===== src/rtl/ir_queue_if.sv =====
// Bus-side signal bundle for the instruction register / prefetch queue.
// The sequencer side uses the master modport and the queue uses the slave modport.
interface ir_queue_if #(
   parameter int WIDTH = 16,
   parameter int DEPTH = 4,
   parameter int OPC_W = 4
);
   localparam int CW = $clog2(DEPTH + 1);

   logic                   ir_write;
   logic [WIDTH-1:0]       bus;
   logic                   ir_next;
   logic                   flush;
   logic [WIDTH-1:0]       ir_out;
   logic [OPC_W-1:0]       opcode;
   logic [WIDTH-OPC_W-1:0] operand;
   logic                   ir_valid;
   logic [CW-1:0]          count;
   logic                   full;
   logic                   empty;
   logic                   overflow;

   modport master (
      output ir_write, bus, ir_next, flush,
      input  ir_out, opcode, operand, ir_valid, count, full, empty, overflow
   );

   modport slave (
      input  ir_write, bus, ir_next, flush,
      output ir_out, opcode, operand, ir_valid, count, full, empty, overflow
   );
endinterface


===== src/rtl/ir_queue.sv =====
// Instruction register fed by a DEPTH-entry circular prefetch FIFO.
// Fetch pushes bus words ahead of execute; the sequencer advances ir_out
// from the queue head, or straight from the bus when the queue is empty.
module ir_queue #(
   parameter int WIDTH = 16,
   parameter int DEPTH = 4,
   parameter int OPC_W = 4
) (
   input logic       clk,
   input logic       rst,
   ir_queue_if.slave q
);
   localparam int PW = (DEPTH > 1) ? $clog2(DEPTH) : 1;
   localparam int CW = $clog2(DEPTH + 1);
   localparam logic [CW-1:0] DEPTH_C = CW'(DEPTH);

   logic [WIDTH-1:0] mem_q [DEPTH];
   logic [PW-1:0]    wr_ptr_q, wr_ptr_d;
   logic [PW-1:0]    rd_ptr_q, rd_ptr_d;
   logic [CW-1:0]    count_q, count_d;
   logic [WIDTH-1:0] ir_out_q, ir_out_d;
   logic             ir_valid_q, ir_valid_d;
   logic             overflow_q, overflow_d;
   logic             pop, bypass, push_ok, push_drop, mem_we;

   // Classify this cycle's request: pop from queue, bus bypass, accepted or dropped push.
   // A full queue still accepts a push when a real pop frees the head slot;
   // the head is read before the write lands, since both share the same edge.
   always_comb begin
      pop       = q.ir_next && (count_q != '0);
      bypass    = q.ir_next && (count_q == '0) && q.ir_write;
      push_ok   = q.ir_write && !bypass && ((count_q != DEPTH_C) || pop);
      push_drop = q.ir_write && !bypass && !push_ok;
      mem_we    = push_ok && !q.flush && !rst;
   end

   // Next-state for pointers, count, ir_out, ir_valid and overflow; flush outranks push/advance.
   always_comb begin
      wr_ptr_d   = wr_ptr_q;
      rd_ptr_d   = rd_ptr_q;
      count_d    = count_q;
      ir_out_d   = ir_out_q;
      ir_valid_d = ir_valid_q;
      overflow_d = overflow_q;
      if (q.flush) begin
         wr_ptr_d   = '0;
         rd_ptr_d   = '0;
         count_d    = '0;
         ir_valid_d = 1'b0;
         overflow_d = 1'b0;
      end else begin
         if (push_ok) begin
            wr_ptr_d = wr_ptr_q + PW'(1);
         end
         if (pop) begin
            ir_out_d   = mem_q[rd_ptr_q];
            rd_ptr_d   = rd_ptr_q + PW'(1);
            ir_valid_d = 1'b1;
         end else if (bypass) begin
            ir_out_d   = q.bus;
            ir_valid_d = 1'b1;
         end else if (q.ir_next) begin
            ir_valid_d = 1'b0;
         end
         if (push_drop) begin
            overflow_d = 1'b1;
         end
         case ({push_ok, pop})
            2'b10:   count_d = count_q + CW'(1);
            2'b01:   count_d = count_q - CW'(1);
            default: count_d = count_q;
         endcase
      end
   end

   // Control and instruction register state with synchronous reset.
   always_ff @(posedge clk) begin
      if (rst) begin
         wr_ptr_q   <= '0;
         rd_ptr_q   <= '0;
         count_q    <= '0;
         ir_out_q   <= '0;
         ir_valid_q <= 1'b0;
         overflow_q <= 1'b0;
      end else begin
         wr_ptr_q   <= wr_ptr_d;
         rd_ptr_q   <= rd_ptr_d;
         count_q    <= count_d;
         ir_out_q   <= ir_out_d;
         ir_valid_q <= ir_valid_d;
         overflow_q <= overflow_d;
      end
   end

   // FIFO storage write; contents need no reset because count gates every read.
   always_ff @(posedge clk) begin
      if (mem_we) begin
         mem_q[wr_ptr_q] <= q.bus;
      end
   end

   assign q.ir_out   = ir_out_q;
   assign q.opcode   = ir_out_q[WIDTH-1 -: OPC_W];
   assign q.operand  = ir_out_q[WIDTH-OPC_W-1:0];
   assign q.ir_valid = ir_valid_q;
   assign q.count    = count_q;
   assign q.full     = (count_q == DEPTH_C);
   assign q.empty    = (count_q == '0);
   assign q.overflow = overflow_q;
endmodule


===== src/flat_wrapper.sv =====
// flat-port wrapper written by rule: the top's interface ports become plain ports
module ir_queue_flat 
#(
   parameter int WIDTH = 16,
   parameter int DEPTH = 4,
   parameter int OPC_W = 4
)
  (clk, rst, q_ir_write, q_bus, q_ir_next, q_flush, q_ir_out, q_opcode, q_operand, q_ir_valid, q_count, q_full, q_empty, q_overflow);
  ir_queue_if #(.WIDTH(WIDTH), .DEPTH(DEPTH), .OPC_W(OPC_W)) q_i ();
  input logic clk;
  input logic rst;
  input wire logic [$bits(q_i.ir_write)-1:0] q_ir_write;
  input wire logic [$bits(q_i.bus)-1:0] q_bus;
  input wire logic [$bits(q_i.ir_next)-1:0] q_ir_next;
  input wire logic [$bits(q_i.flush)-1:0] q_flush;
  output wire logic [$bits(q_i.ir_out)-1:0] q_ir_out;
  output wire logic [$bits(q_i.opcode)-1:0] q_opcode;
  output wire logic [$bits(q_i.operand)-1:0] q_operand;
  output wire logic [$bits(q_i.ir_valid)-1:0] q_ir_valid;
  output wire logic [$bits(q_i.count)-1:0] q_count;
  output wire logic [$bits(q_i.full)-1:0] q_full;
  output wire logic [$bits(q_i.empty)-1:0] q_empty;
  output wire logic [$bits(q_i.overflow)-1:0] q_overflow;
  assign q_i.ir_write = q_ir_write;
  assign q_i.bus = q_bus;
  assign q_i.ir_next = q_ir_next;
  assign q_i.flush = q_flush;
  assign q_ir_out = q_i.ir_out;
  assign q_opcode = q_i.opcode;
  assign q_operand = q_i.operand;
  assign q_ir_valid = q_i.ir_valid;
  assign q_count = q_i.count;
  assign q_full = q_i.full;
  assign q_empty = q_i.empty;
  assign q_overflow = q_i.overflow;
  ir_queue #(.WIDTH(WIDTH), .DEPTH(DEPTH), .OPC_W(OPC_W)) u_core (.clk(clk), .rst(rst), .q(q_i));
endmodule

===== config.mk =====
export PLATFORM = sky130hd
export DESIGN_NAME = ir_queue_flat
export DESIGN_NICKNAME = d
export VERILOG_FILES = /design/src/rtl/ir_queue_if.sv /design/src/rtl/ir_queue.sv /design/src/flat_wrapper.sv
export SDC_FILE = /design/constraint.sdc
export NUM_CORES = 1
export LEC_CHECK = 0
export CAP_MARGIN = 40
export CORE_MARGIN = 2
export CORE_UTILIZATION = 40
export CTS_BUF_LIST = sky130_fd_sc_hd__clkbuf_8
export DETAILED_ROUTE_END_ITERATION = 8
export PLACE_DENSITY_LB_ADDON = 0.1
export SLEW_MARGIN = 10
export SYNTH_ARGS = -nofsm -noshare
export SYNTH_HDL_FRONTEND = slang
export SYNTH_SLANG_ARGS = --single-unit

===== constraint.sdc =====
create_clock -name clk -period 5.7 [get_ports clk]
set_input_delay 0.57 -clock clk [delete_from_list [all_inputs] [get_ports clk]]
set_output_delay 0.57 -clock clk [all_outputs]
set_load 0.02 [all_outputs]

### Word-level counts from Yosys, hierarchy flattened

Memory sizes are Yosys's and may differ from the RTL's. A register that Yosys moved wholly into a read port is not among the register bits.
Index checks and enable logic that the tools add are counted.

| storage, ports and cells | value |
|---|---|
| register bits after elaboration | 25 |
| bits in writable memories | 64 |
| input bits | 21 |
| output and inout port bits | 39 |
| logic and storage cells | 46 |
| memories | 1 |

Memory list:

| memory | words | width | rd ports | clocked after Yosys merged registers in | write ports | line | source |
|---|---|---|---|---|---|---|---|
| u_core.mem_q | 4 | 16 | 1 | 1 | 1 | ir_queue.sv:17 | `logic [WIDTH-1:0] mem_q [DEPTH];` |

| operators by class | value |
|---|---|
| add/sub/neg operators | 4 |
| eq/ne operators | 4 |
| mux-type cells | 10 |
| bitwise operators | 1 |
| reduce and logical (&&, ||, !) cells | 20 |

Operator list:

| cell | count |
|---|---|
| 16-bit 2-to-1 mux | 2 |
| 1-bit logical AND | 8 |
| 3-bit case mux with 2 select lines | 1 |
| 3-bit nonzero test | 2 |
| 1-bit 2-to-1 mux | 5 |
| 2-bit by 1-bit adder with 2-bit output, second input constant | 2 |
| 1-bit logical NOT | 4 |
| 2-bit 2-to-1 mux | 2 |
| 2-bit nonzero test | 2 |
| 3-bit by 1-bit adder with 3-bit output, second input constant | 1 |
| 3-bit == test, second input constant | 1 |
| 3-bit logical NOT | 1 |
| 3-bit inequality test, second input constant | 1 |
| 3-bit by 1-bit subtractor with 3-bit output, second input constant | 1 |
| 2-bit by 1-bit == test with 1-bit output, second input constant | 1 |
| 2-bit == test, second input constant | 1 |
| 2-bit AND reduction | 1 |
| 2-bit OR reduction | 1 |
| 1-bit logical OR | 1 |
| 1-bit NOT | 1 |

### Logic depth before layout (Yosys ltp)

| logic depth | value |
|---|---|
| word-level depth | 10 |
| mapped depth | 10 |
| depth with buffers taken out | 7 |

### Worst setup path before layout

OpenSTA, ideal clock, no wires.

| timing path | value |
|---|---|
| kind | in2reg |
| start point | input port q_ir_next |
| end point | register u_core.count_q[2] (netlist: u_core.q.count[2]) |
| setup time | 0.132 ns |
| arrival time | 2.306 ns |
| required time | 5.568 ns |
| slack | 3.262 ns |
| stages | 9 |
| buffers on the path | 3 |
| path through | buf_4 o31a_1 buf_2 buf_4 nand2b_1 fa_1 or4b_1 nand3_1 a21oi_1 |

| on the way | value |
|---|---|
| longest elaborated chain between the ends | 7 |
| elaborated cells on any way between the ends | 11 |
| classes of those cells | eq/ne (2); mux (1); reduce/logical (8) |

Ends and longest elaborated chain:

| element | line | source |
|---|---|---|
| start: declaration | flat_wrapper.sv:14 | `input wire logic [$bits(q_i.ir_next)-1:0] q_ir_next;` |
| 1-bit logical AND (2 in series) | ir_queue.sv:31 | `bypass = q.ir_next && (count_q == '0) && q.ir_write;` |
| 1-bit logical NOT | ir_queue.sv:32 | `push_ok = q.ir_write && !bypass && ((count_q != DEPTH_C) \|\| pop);` |
| 1-bit logical AND (2 in series) | ir_queue.sv:32 |  |
| 2-bit by 1-bit == test with 1-bit output or 2-bit == test (tied branches) | ir_queue.sv:68 | `case ({push_ok, pop})` |
| 3-bit case mux with 2 select lines or 2-bit nonzero test (tied branches) | - |  |
| end signal: assignment | ir_queue.sv:88 | `count_q <= count_d;` |
| end: declaration | ir_queue.sv:20 | `logic [CW-1:0] count_q, count_d;` |

Several ways; a longest one is shown, not always the timed one.
A chain may end at the register's enable or synchronous reset.

### Final worst setup path

Same ends and word-level chain as after synthesis.

==> results.sh <==
export IMPL_critPathMaxFanout=10
export IMPL_syn2layout_area_growth_pct=19.6
export IMPL_die_h_um=101
export IMPL_ys_ff_latch=91
export IMPL_final_cell_mix="edfxtp_1, clkdlybuf4s50_1, nand2_1"
export IMPL_ioPinCount=60
export IMPL_syn_mean_instance_area_um2=14.6
export IMPL_cts_setup_buffers=0
export IMPL_fmax_mhz=358
export IMPL_fin_skew_ps=9.82
export IMPL_required_ps=5940
export IMPL_synth_largest_area_cell="edfxtp_1"
export IMPL_hp_class="reg -> reg"
export IMPL_p_int_uw=931
export IMPL_drive_gt1_share_pct=14.1
export IMPL_post_cts_resized=0
export IMPL_start_util_pct=41.0
export IMPL_drt_total_wl_um=7350
export IMPL_gr_total_overflow=0
export IMPL_synthTopCellsByArea="edfxtp_1, dfxtp_1, mux4_2"
export IMPL_grt_antenna_before_repair=0
export IMPL_timing_slew_headroom_pct=42.3
export IMPL_holdWs_ps=490
export IMPL_clkPwrFrac_pct=30.4
export IMPL_cts_root_buffer="clkbuf_8"
export IMPL_grt_pass1_wl_um=11400
export IMPL_cts_num_sinks=91
export IMPL_slowest_stage="clkdlybuf4s50_1"
export IMPL_htree_levels=3
export IMPL_num_nets_final=328
export IMPL_die_area_mm2=0.0102
export IMPL_clk_pin_slew_worst_paths_ps=90
export IMPL_synthesis_nets=284
export IMPL_cts_path_max_buffers=2
export IMPL_synth_distinct_cells=38
export IMPL_max_stage_delay_ps=690
export IMPL_path_buf_inv=1
export IMPL_multi_input_area_mm2=0.00107
export IMPL_swShare_pct=24.1
export IMPL_rsz0062_at_grt="no"
export IMPL_critPathTopFamily="simple AND/OR/NAND/NOR gates"
export IMPL_portBuffers=59
export IMPL_track_usage_pct=15.2
export IMPL_tritoncts="done"
export IMPL_p_comb_share_pct=10.3
export IMPL_synth_warnings=0
export IMPL_rrSetupSlack_ps=3290
export IMPL_start_kind="input pin"
export IMPL_yosys_area_top_type_share_pct=50.9
export IMPL_nFillCells=820
export IMPL_crit_type="in -> reg"
export IMPL_holdBufCountCts=0
export IMPL_finalPower_mw=1.23
export IMPL_setup_viol=0
export IMPL_remaining_drc_errors=0
export IMPL_ff_latch_area_mm2=0.00246
export IMPL_wl_per_cell_um=17.6
export IMPL_finalSetupTns_ps=0
export IMPL_power_leakage_nw=1.45
export IMPL_first_pass_iters=4
export IMPL_final_common_cell="edfxtp_1"
export IMPL_syn_cell_area_mm2=0.00377
export IMPL_min_period_over_period_pct=49.1
export IMPL_p_seq_share_pct=59.3
export IMPL_finalHoldViolCount=0
export IMPL_grt_max_degree=33
export IMPL_synthCells=258
export IMPL_slew_violations=0
export IMPL_crit_chain="clkdlybuf4s50_1 -> o31a_1 -> nand2b_1 -> fa_1 -> or4b_1 -> nand3_1 -> a21oi_1"
export IMPL_post_route_min_period_ps=2800
export IMPL_ant_nets=0
export IMPL_ir_worst_vdd_uv=111
export IMPL_outcome="complete, no violations"
export IMPL_worstMarginPinSlew_ps=865
export IMPL_vias=2165
export IMPL_end_kind="register"
export IMPL_core_mm2=0.00920
export IMPL_n_antenna_cell=0
export IMPL_p_per_area_mw_per_mm2=272
export IMPL_grt_pass1_vias=2128
export IMPL_first_iter_violations=92
export IMPL_hpwl_um=4780
export IMPL_cts_buffers=9
export IMPL_insertion_delay_ps=340
export IMPL_die_w_um=101
export IMPL_viasPerCell=5.19
export IMPL_utilization_pct=49.1
export IMPL_cap_violations=0
export IMPL_cp_arrival_ps=3030
export IMPL_fp_row_count=35
export IMPL_place_congestion=0.751
export IMPL_yosysSeqAreaShare_pct=65.2
export IMPL_net_switching_power_uw=295
==> cell type report <==
type	count	share of cell area (%)
clock buffers	9	2.74
clock inverters	6	0.804
inverters	5	0.416
multi-input cells	129	23.6
flip-flops and latches	91	54.5
well taps	111	3.08
repair buffers	66	14.8
==> stage by stage <==
stage,setup slack (ps),std cells,instance area [um^2]
final,2900,417,4520
after global routing,2780,417,4520
after CTS,2910,416,4500
after detailed placement,2540,401,4340
after global placement,2220,397,4290
after floorplan,3260,258,3770
==> cells by family after synthesis <==
family / after synthesis / synth area share, %
AOI/OAI and AO/OA: 26 / 6.07
xor gates and xnor gates: 6 / 1.39
adders and majority gates: 5 / 1.86
buffers and inverters: 38 / 6.53
DFF: 91 / 65.2
muxes: 17 / 9.81
and+or+nand+nor: 75 / 9.12
==> metal layers <==
metal  vias to the layer above  global-route usage, %  share of wire [%]
li1                       1027                      -                  -
met1                      1074                   21.1                 47
met2                        57                   23.6                 48
met3                         7                   2.83                4.2
met4                         0                   6.44                1.2
met5                         -                      0                  0
==> cell usage after synthesis <==
cell type and n:
nor3_4 1, a21oi_1 1, o21a_1 1, nand2b_1 2, nor2_1 27, a221oi_1 1, and2_1 5, o21ai_0 1
nand3_1 1, or2_2 1, nor4_2 1, or4b_1 1, a211oi_1 1, inv_1 5, nor3_2 1, a31oi_1 1
o21bai_1 1, mux4_2 16, edfxtp_1 64, xor2_1 3, nand3b_1 1, buf_2 7, fa_1 1, mux2i_1 1
a311oi_2 2, buf_6 3, o211ai_1 1, nand2_1 33, dfxtp_1 27, ha_1 4, xnor2_1 3, a311oi_1 14
o31ai_2 1, o31a_1 1, buf_4 19, nor3b_1 1, clkbuf_1 3, clkbuf_2 1
==> tightest hold or removal path: cells and delay by family, from the launching register on <==
kind               cells  cell delay (ps)
DFF                    1              340
and+or+nand+nor        1               80
AOI/OAI and AO/OA      1               40
==> power groups by stage <==
| stage | Clock, mW | Combinational (mW) | Sequential, mW |
|---|---|---|---|
| finish | 0.373 | 0.126 | 0.727 |
| global route | 0.405 | 0.137 | 0.729 |
| CTS | 0.383 | 0.128 | 0.728 |
| detailed placement | 0 | 0.127 | 0.743 |
| global placement | 0 | 0.125 | 0.742 |
| floorplan | 0 | 0.0668 | 0.750 |
==> registers in the layout, summed over array words and instances, names as in the netlist, named ones only <==
signal and cells:
u_core.q.ir_out 16, u_core.q.ir_valid 1, u_core.mem_q 64, u_core.rd_ptr_q 2
u_core.q.count 3, u_core.q.overflow 1, u_core.wr_ptr_q 2
==> path summary, 6_finish.rpt <==
kind / startpoint / endpoint / depth (start not counted)
worst max-delay path: q_ir_next / u_core.q.count[2] / 7
worst min-delay path: u_core.q.overflow / u_core.q.overflow / 2
worst max register to register: u_core.q.count[2] / u_core.q.count[2] / 6
worst min register to register: u_core.q.overflow / u_core.q.overflow / 2
Power figures use the tool's default switching activity.
